--- src/rtl/heroe_pkg.sv ---
// heroe_pkg: hero/movement codes and FSM state type shared by the controller and the character ROM.
package heroe_pkg;

    localparam logic [2:0] HERO_MIN = 3'd1;
    localparam logic [2:0] HERO_MAX = 3'd5;

    localparam logic [1:0] MOV_NONE    = 2'd0;
    localparam logic [1:0] MOV_VOLAR   = 2'd1;
    localparam logic [1:0] MOV_SALTAR  = 2'd2;
    localparam logic [1:0] MOV_AGACHAR = 2'd3;

    typedef enum logic {IDLE, MOVE} state_t;

    function automatic logic hero_ok(input logic [2:0] h);
        return h >= HERO_MIN && h <= HERO_MAX;
    endfunction

    function automatic logic [2:0] next_hero(input logic [2:0] h);
        return (h >= HERO_MAX || h < HERO_MIN) ? HERO_MIN : h + 3'd1;
    endfunction

endpackage

--- src/rtl/heroe_ctrl_btn_debounce.sv ---
// btn_debounce: 2-flop synchronizer, counting debouncer and registered rise detector for one raw button.
module btn_debounce #(
    parameter int DEB_CYCLES = 500000
) (
    input  logic clk,
    input  logic rst_n,
    input  logic btn,
    output logic level,
    output logic pulse
);

    localparam int CW = $clog2(DEB_CYCLES + 1);

    logic          s0, s1, level_d;
    logic [CW-1:0] cnt;

    always_ff @(posedge clk or negedge rst_n) begin
        if (!rst_n) begin
            s0      <= 1'b0;
            s1      <= 1'b0;
            level   <= 1'b0;
            level_d <= 1'b0;
            pulse   <= 1'b0;
            cnt     <= '0;
        end else begin
            s0      <= btn;
            s1      <= s0;
            level_d <= level;
            pulse   <= level & ~level_d;
            // accept the new level on the DEB_CYCLES-th consecutive disagreeing cycle
            if (s1 == level)
                cnt <= '0;
            else if (cnt == CW'(DEB_CYCLES - 1)) begin
                level <= s1;
                cnt   <= '0;
            end else
                cnt <= cnt + CW'(1);
        end
    end

endmodule

--- src/rtl/heroe_ctrl.sv ---
// heroe_ctrl: debounced buttons drive hero selection and timed movement codes for the character ROM.
module heroe_ctrl
    import heroe_pkg::*;
#(
    parameter int DEB_CYCLES  = 500000,
    parameter int HOLD_CYCLES = 25000000
) (
    input  logic       clk,
    input  logic       rst_n,
    input  logic       btn_sel,
    input  logic       btn_volar,
    input  logic       btn_saltar,
    input  logic       btn_agachar,
    output logic [2:0] heroe,
    output logic [1:0] mov,
    output logic       busy
);

    localparam int HW = $clog2(HOLD_CYCLES + 1);

    logic [3:0]    lvl;
    logic          p_sel, p_volar, p_saltar, p_agachar;
    state_t        state, state_n;
    logic [2:0]    heroe_n;
    logic [1:0]    mov_n;
    logic [HW-1:0] hold, hold_n;

    btn_debounce #(.DEB_CYCLES(DEB_CYCLES)) u_sel (
        .clk(clk), .rst_n(rst_n), .btn(btn_sel), .level(lvl[0]), .pulse(p_sel));
    btn_debounce #(.DEB_CYCLES(DEB_CYCLES)) u_volar (
        .clk(clk), .rst_n(rst_n), .btn(btn_volar), .level(lvl[1]), .pulse(p_volar));
    btn_debounce #(.DEB_CYCLES(DEB_CYCLES)) u_saltar (
        .clk(clk), .rst_n(rst_n), .btn(btn_saltar), .level(lvl[2]), .pulse(p_saltar));
    btn_debounce #(.DEB_CYCLES(DEB_CYCLES)) u_agachar (
        .clk(clk), .rst_n(rst_n), .btn(btn_agachar), .level(lvl[3]), .pulse(p_agachar));

    always_ff @(posedge clk or negedge rst_n) begin
        if (!rst_n) begin
            state <= IDLE;
            heroe <= HERO_MIN;
            mov   <= MOV_NONE;
            hold  <= '0;
        end else begin
            state <= state_n;
            heroe <= heroe_n;
            mov   <= mov_n;
            hold  <= hold_n;
        end
    end

    always_comb begin
        state_n = state;
        heroe_n = heroe;
        mov_n   = mov;
        hold_n  = hold;
        if (state == IDLE) begin
            mov_n = MOV_NONE;
            if (p_volar | p_saltar | p_agachar) begin
                state_n = MOVE;
                hold_n  = '0;
                mov_n   = p_volar ? MOV_VOLAR : p_saltar ? MOV_SALTAR : MOV_AGACHAR;
            end else if (p_sel)
                heroe_n = next_hero(heroe);
        end else if (hold == HW'(HOLD_CYCLES - 1)) begin
            state_n = IDLE;
            mov_n   = MOV_NONE;
            hold_n  = '0;
        end else
            hold_n = hold + HW'(1);
        // an upset-corrupted hero code is repaired regardless of state
        if (!hero_ok(heroe))
            heroe_n = HERO_MIN;
    end

    assign busy = (state == MOVE);

endmodule

--- config.mk ---
export PLATFORM = sky130hd
export DESIGN_NAME = heroe_ctrl
export DESIGN_NICKNAME = d
export VERILOG_FILES = /design/src/rtl/heroe_pkg.sv /design/src/rtl/heroe_ctrl_btn_debounce.sv /design/src/rtl/heroe_ctrl.sv
export SDC_FILE = /design/constraint.sdc
export NUM_CORES = 1
export LEC_CHECK = 0
export BUFFER_PORTS_ARGS = -buffer_cell sky130_fd_sc_hd__buf_2
export CAP_MARGIN = 20
export CORE_UTILIZATION = 47
export DETAILED_ROUTE_END_ITERATION = 16
export PLACE_DENSITY = 0.7
export SYNTH_ARGS = -nofsm -noshare
export SYNTH_HDL_FRONTEND = slang
export SYNTH_SLANG_ARGS = --single-unit
--- constraint.sdc ---
create_clock -name clk -period 2.3 [get_ports clk]
set_input_delay 0.23 -clock clk [delete_from_list [all_inputs] [get_ports clk]]
set_output_delay 0.23 -clock clk [all_outputs]
set_load 0.05 [all_outputs]
==> run summary, run 1 <==
DR DRC count = 0
Layout cells sized above 1 = 9.94%
# nets final = 654
Family with the most delay on the worst path = simple AND/OR/NAND/NOR gates
Async S/R FF share, synth = 100%
Clock Skew = 8.28 ps
Global-route track usage on met1 = 24.6%
Clock buffer depth = 2
MaxCap Viol Count = 0
CP max-delay cell = or4_1
Max Freq = 0.470 GHz
Hold/Removal Path Class = flop to flop
Post-synth EDFFs = 0
Critical R2R Capture = hold[20]$_DFFE_PN0P_
Slew HR = 62.0%
Final hold vios = 0
R2R Setup Slk = 170 ps
Met3 Track Usage GR = 5.48%
Vias in the first global route = 4371
Setup CP Type = flop to flop
N_diodes = 0
Largest net degree at the start of global routing = 59
R2R depth = 6
GRT Overall Usage = 19.3%
CP arrival = 2430 ps
CORE AREA = 12300 um2
Crit path launch type = flop
Crit end category = flop
Least-Margin Pin Slew = 570 ps
Worst skew pair latency = 420 ps
GR Util met2 = 30.7%
Total Neg Setup Slack = 0 ps
Final max-slew violation count = 0
Ys flop type = dfrtp_1
Fin crit period = 2130 ps
Fraction of the cycle the final worst path needs = 92.4%
Die Wd = 115 um
# rows = 40
Clk root buf = clkbuf_16
Area growth from synthesis to layout = 15.0%
Synth Warn # = 0
Routed Antenna Nets = 0
Net count after synthesis = 630
Final Hold Slack = 350 ps
Setup violators final = 0
Syn Area/Cell = 9.76 um2
Clock buffer count from CTS = 17
WL per Instance = 13.5 um
RSZ-0062 raised after global routing = no
Hold wc startpoint = u_saltar.s0$_DFF_PN0_
Critical Path, Cell by Cell = ha_1, nand3_1, or4_1, o31a_1, o21ai_0, nand2_1
DRT Pass-1 Iters = 4
Hold EP = u_saltar.s1$_DFF_PN0_
Hold path cells = 0
Clock slew at reported path FFs = 60 ps
Crit path required time = 2600 ps
Crit Path Max Fanout = 9
Post-Syn Area = 6020 um2
CP peak stage delay = 690 ps
Antenna violations before repair = 0
Run status = finished clean
Worst path buffer plus inverter count = 0
Ports = 12
Post-CTS sizing = 0
Initial Utilization = 49.1%
Clock sink count = 127
Peak VDD IR = 0.541 mV
Via total after detailed routing = 4393
Final GP Congestion = 0.796
GRT overflow = 0
DRT iter0 DRCs = 201
Post-DP HPWL = 7.37 mm
Vias per cell = 5.34
DRT Wirelength = 11.1 mm
Leak Pwr = 2.95 nW
Flops & latches, synth = 127
Die H = 115 um
GR peak layer = met2
Number of buffers added on ports = 11
H-tree Lvls = 4
Post-synthesis cell count = 617
CTS tree = built
Critical R2R Launch = hold[0]$_DFFE_PN0P_
Seq/Total Area, Yosys = 52.8%
First-pass GRT wire length = 20.0 mm
P per Cell Area = 728 nW/um2
Total die area = 13300 um2
Synth unique cells = 52
layout by cell type, fill, tap and decap left out, types with 2 or more instances in the layout:
cell type / count
clkinv_4: 4
mux2i_1: 2
and3_1: 10
xnor2_1: 32
buf_2: 10
nand3b_1: 3
nor4bb_1: 3
dlygate4sd3_1: 5
o21ai_0: 17
or3_1: 6
buf_4: 10
and4_1: 10
nor2_1: 104
o21ai_1: 2
o21a_1: 2
nand4_1: 26
clkbuf_16: 17
a31oi_1: 15
clkbuf_1: 2
inv_1: 18
nand3_1: 36
nor3_1: 7
clkinvlp_4: 2
nor4_1: 10
ha_1: 7
or2_2: 3
dfrtp_1: 126
and2_1: 5
inv_6: 5
bufinv_16: 2
o31ai_1: 2
mux2_2: 6
nand2_1: 53
nand2b_1: 3
a41oi_1: 2
nor2b_1: 7
a21oi_1: 23
xor2_1: 36
cell usage after synthesis, drive strengths merged (2+ instances only):
| library cell | instances | area share (%) |
|---|---|---|
| mux2i | 2 | 0.33 |
| clkbuf | 15 | 0.93 |
| o21ai | 19 | 1.6 |
| buf | 6 | 0.66 |
| or3 | 6 | 0.62 |
| xor2 | 36 | 5.2 |
| xnor2 | 32 | 4.7 |
| nand2 | 53 | 3.3 |
| nand3 | 36 | 3.0 |
| a21oi | 23 | 1.9 |
| or2 | 3 | 0.31 |
| and2 | 5 | 0.52 |
| and3 | 10 | 1.0 |
| nand4 | 26 | 2.7 |
| nor4 | 12 | 1.5 |
| inv | 18 | 1.1 |
| o31ai | 2 | 0.25 |
| a31oi | 16 | 1.8 |
| a41oi | 2 | 0.29 |
| dfrtp | 126 | 52 |
| nor2 | 104 | 6.5 |
| and4 | 10 | 1.5 |
| o21a | 2 | 0.25 |
| or4 | 2 | 0.31 |
| ha | 7 | 1.5 |
| nor3 | 7 | 0.58 |
| nor4bb | 3 | 0.50 |
| nor2b | 7 | 0.73 |
| nand2b | 3 | 0.31 |
| mux2 | 6 | 1.1 |
| nand3b | 3 | 0.37 |
report_power, final:
| part | total, mW | switching, mW | internal [mW] | leakage [nW] |
|---|---|---|---|---|
| registers | 2.28 | 0.0185 | 2.26 | 1.74 |
| clock network | 2.65 | 1.03 | 1.62 | 0.280 |
| logic | 0.119 | 0.0826 | 0.0364 | 0.923 |
| total | 5.04 | 1.13 | 3.91 | 2.95 |
cells by family after synthesis:
kind of cell | after synthesis | synth area share (%)
simple gates | 294 | 24.3
fa+ha+maj | 7 | 1.45
compound gates | 74 | 7.44
flops | 127 | 52.8
xor+xnor | 68 | 9.89
mux | 8 | 1.45
buf+inv | 39 | 2.72
worst max path at each step:
stage,from,end,depth (start not counted)
after CTS,hold[0]$_DFFE_PN0P_,hold[20]$_DFFE_PN0P_,6
final,hold[0]$_DFFE_PN0P_,hold[20]$_DFFE_PN0P_,6
after detailed placement,hold[9]$_DFFE_PN0P_,hold[8]$_DFFE_PN0P_,6
after floorplan,hold[7]$_DFFE_PN0P_,hold[23]$_DFFE_PN0P_,7
after global routing,hold[0]$_DFFE_PN0P_,hold[24]$_DFFE_PN0P_,6
after global placement,hold[0]$_DFFE_PN0P_,hold[20]$_DFFE_PN0P_,6
stage by stage:
step	area [um2]	util, %	std cells	power, mW	worst slack (ps)
floorplan	6020	-	617	2.36	237
global placement	6290	51.3	785	2.43	224
detailed placement	6290	51.3	785	2.43	182
CTS	6930	56.5	822	5.10	176
global route	6930	56.5	822	5.23	70.8
finish	6930	56.5	822	5.04	174
layout make-up:
cell class                 count  area, um2
tap                          168        210
clock inverter                13        154
timing repair buffer          26        195
multi-input combinational    451       2690
clock buffer                  19        433
fill                        1021       5340
sequential                   127       3180
inverter                      18       67.6
flip-flops by register name, summed over array words and instances (netlist names), 2 cells and up:
signal and flops:
hold 25, u_agachar.cnt 19, u_saltar.cnt 19, u_sel.cnt 19, u_volar.cnt 19, heroe 3, mov 2
layer usage:
| layer | share of wire (%) | wire length (um) | up-vias |
|---|---|---|---|
| met3 | 3.4 | 380 | 15 |
| met4 | 1.8 | 196 | 0 |
| met1 | 47 | 5200 | 2136 |
| met5 | 0 | 0 | - |
| li1 | - | - | 2185 |
| met2 | 48 | 5310 | 57 |
repair_timing:
item / CTS / global route
hold buffers: 5 / 0
buffers inserted: 0 / 0
hold endpoints to repair: 45 / 0
Power figures use the tool's default switching activity.
==> inputs of run 2 (changes only) <==
--- a/config.mk
+++ b/config.mk
@@ -5,6 +5,7 @@
 export SDC_FILE = /design/constraint.sdc
 export NUM_CORES = 1
 export LEC_CHECK = 0
+export ABC_AREA = 1
 export BUFFER_PORTS_ARGS = -buffer_cell sky130_fd_sc_hd__buf_2
 export CAP_MARGIN = 20
 export CORE_UTILIZATION = 47
==> run 2 against run 1 <==
Net effect:
- maximum frequency is 20% higher
- total power increased by 3.5%
- largest cell class unchanged
- first-iteration DRC count rose to 2.8 times the previous value
- register-to-register slack improved by 360 ps
- sequential cell count did not move
- synthesized cell count is 40% higher
- die area increased by 12%
==> run summary, run 2 <==
R2R Setup Slk = 530 ps
Hold/Removal Path Class = input port to asynchronous set/reset pin
Post-synth EDFFs = 0
Clock Skew = 6.20 ps
Initial Utilization = 48.4%
RSZ-0062 raised after global routing = no
Least-Margin Pin Slew = 466 ps
Setup violators final = 0
Clock buffer depth = 2
Commonest non-fill, non-tap cell in the layout = nand2_1
Via total after detailed routing = 5539
Final GP Congestion = 0.886
Post-synthesis cell count = 866
CORE AREA = 14000 um2
Setup ws final = 531 ps
P per Cell Area = 674 nW/um2
Net count after synthesis = 879
Async S/R FF share, synth = 100%
Leak Pwr = 3.37 nW
Clock buffer count from CTS = 17
Fraction of the cycle the final worst path needs = 76.9%
Commonest non-fill, non-tap cells in the layout = 186 x nand2_1, 156 x nor2_1, 126 x dfrtp_1
Crit path required time = 2590 ps
# nets final = 914
# rows = 43
DR DRC count = 0
Seq/Total Area, Yosys = 47.0%
Clk root buf = clkbuf_16
Critical R2R Capture = hold[5]$_DFFE_PN0P_
WL per Instance = 12.7 um
Largest net degree at the start of global routing = 63
Dpl ws = 562 ps
WL met2 = 6.36 mm
Peak VDD IR = 0.545 mV
Crit end category = flop
Post-DP HPWL = 9.64 mm
Area contributors post-synth = dfrtp_1 47%, nand2_1 10%, nor2_1 8.7%
DRT iter0 DRCs = 572
Worst skew pair latency = 420 ps
CP arrival = 2060 ps
Power Total = 5.22 mW
Setup CP Type = flop to flop
MaxCap Viol Count = 0
Antenna violations before repair = 0
N_diodes = 0
Number of buffers added on ports = 11
GRT Overall Usage = 20.8%
Final max-slew violation count = 0
Routed Antenna Nets = 0
GRT overflow = 0
Metal3 WL = 521 um
Slew HR = 68.7%
Max Freq = 0.565 GHz
Die H = 122 um
Critical R2R Launch = hold[0]$_DFFE_PN0P_
Clock sink count = 127
Syn Area/Cell = 7.82 um2
Vias in the first global route = 5354
Flops & latches, synth = 127
CTS tree = built
Max FFs per register = 25
H-tree Lvls = 4
Fin crit period = 1770 ps
Ports = 12
WL met1 = 6.80 mm
Commonest cells post-synth = 186 x nand2_1, 156 x nor2_1, 126 x dfrtp_1, 103 x inv_1, 48 x nand3_1
Fill count = 1313
Run status = finished clean
Vias per cell = 5.06
Synth top area share = 46.6%
Final Hold Slack = 287 ps
Post-Syn Area = 6770 um2
Ys flop type = dfrtp_1
Crit Path Max Fanout = 7
Area growth from synthesis to layout = 14.4%
Crit path launch type = flop
Die Wd = 122 um
Final hold vios = 0
Synth unique cells = 38
Total die area = 14900 um2
Total Neg Setup Slack = 0 ps
Post-CTS Setup Bufs = 0
R2R depth = 9
Synth Warn # = 0
Area leader, netlist = dfrtp_1
Clock slew at reported path FFs = 60 ps
First-pass GRT wire length = 24.2 mm
Layout cells sized above 1 = 12.4%
Most common cell in the synthesized netlist = nand2_1
DRT Pass-1 Iters = 5
Largest Register = hold
Max layer used = met4
DRT Wirelength = 13.9 mm
run 2: how the worst max path moves through the flow:
stage                              from  cells past startpoint  slack (ps)             endpoint
floorplan                busy$_DFF_PN0_                      8         690  hold[4]$_DFFE_PN0P_
global placement    hold[0]$_DFFE_PN0P_                      9         590  hold[5]$_DFFE_PN0P_
detailed placement  hold[0]$_DFFE_PN0P_                      9         560  hold[5]$_DFFE_PN0P_
CTS                 hold[0]$_DFFE_PN0P_                      9         530  hold[5]$_DFFE_PN0P_
global route        hold[0]$_DFFE_PN0P_                      9         410  hold[3]$_DFFE_PN0P_
finish              hold[0]$_DFFE_PN0P_                      9         530  hold[5]$_DFFE_PN0P_
run 2: per-stage QoR:
| stage | cell area, um2 | util (%) | cells |
|---|---|---|---|
| detailed placement | 7070 | 50.5 | 1057 |
| global placement | 7070 | 50.5 | 1057 |
| floorplan | 6770 | - | 866 |
| finish | 7740 | 55.4 | 1094 |
| global route | 7740 | 55.4 | 1094 |
| CTS | 7740 | 55.4 | 1094 |
run 2: where the power goes:
group	internal, mW	leakage (nW)	switching (mW)
clock network	1.85	0.309	0.969
registers	2.26	1.74	0.0194
logic	0.0348	1.32	0.0904
total	4.14	3.37	1.08
run 2: area by class of cell:
class,count,area (um2),share of cell area [%]
well taps,180,225,2.91
inverters,115,432,5.57
clock buffers,23,498,6.43
multi-input cells,620,3130,40.4
flip-flops and latches,127,3180,41.1
clock inverters,9,130,1.68
repair buffers,20,154,1.99
run 2: logic make-up after synthesis:
| group | count (synthesis) | synth area share, % |
|---|---|---|
| xor+xnor | 36 | 4.66 |
| compound gates | 67 | 5.66 |
| fa+ha+maj | 7 | 1.29 |
| flops | 127 | 47.0 |
| buf+inv | 119 | 6.84 |
| simple gates | 510 | 34.6 |
run 2: timing repair:
item,in CTS,in global routing
hold endpoints to repair,41,0
hold buffers,5,0
gates resized for setup,0,0
run 2: critical path, stage by stage (launching register included):
cell and delay (ps):
dfrtp_1 410, ha_1 180, inv_1 70, nor2_2 160
nand3_1 90, nor2_1 170, a21oi_2 120, buf_4 180
nor2_2 190, nor2_1 70
run 2: layer usage:
metal | vias to the layer above | track usage (%)
li1 | 2844 | -
met4 | 0 | 8.10
met3 | 18 | 5.15
met2 | 97 | 32.1
met5 | - | 0
met1 | 2580 | 28.0
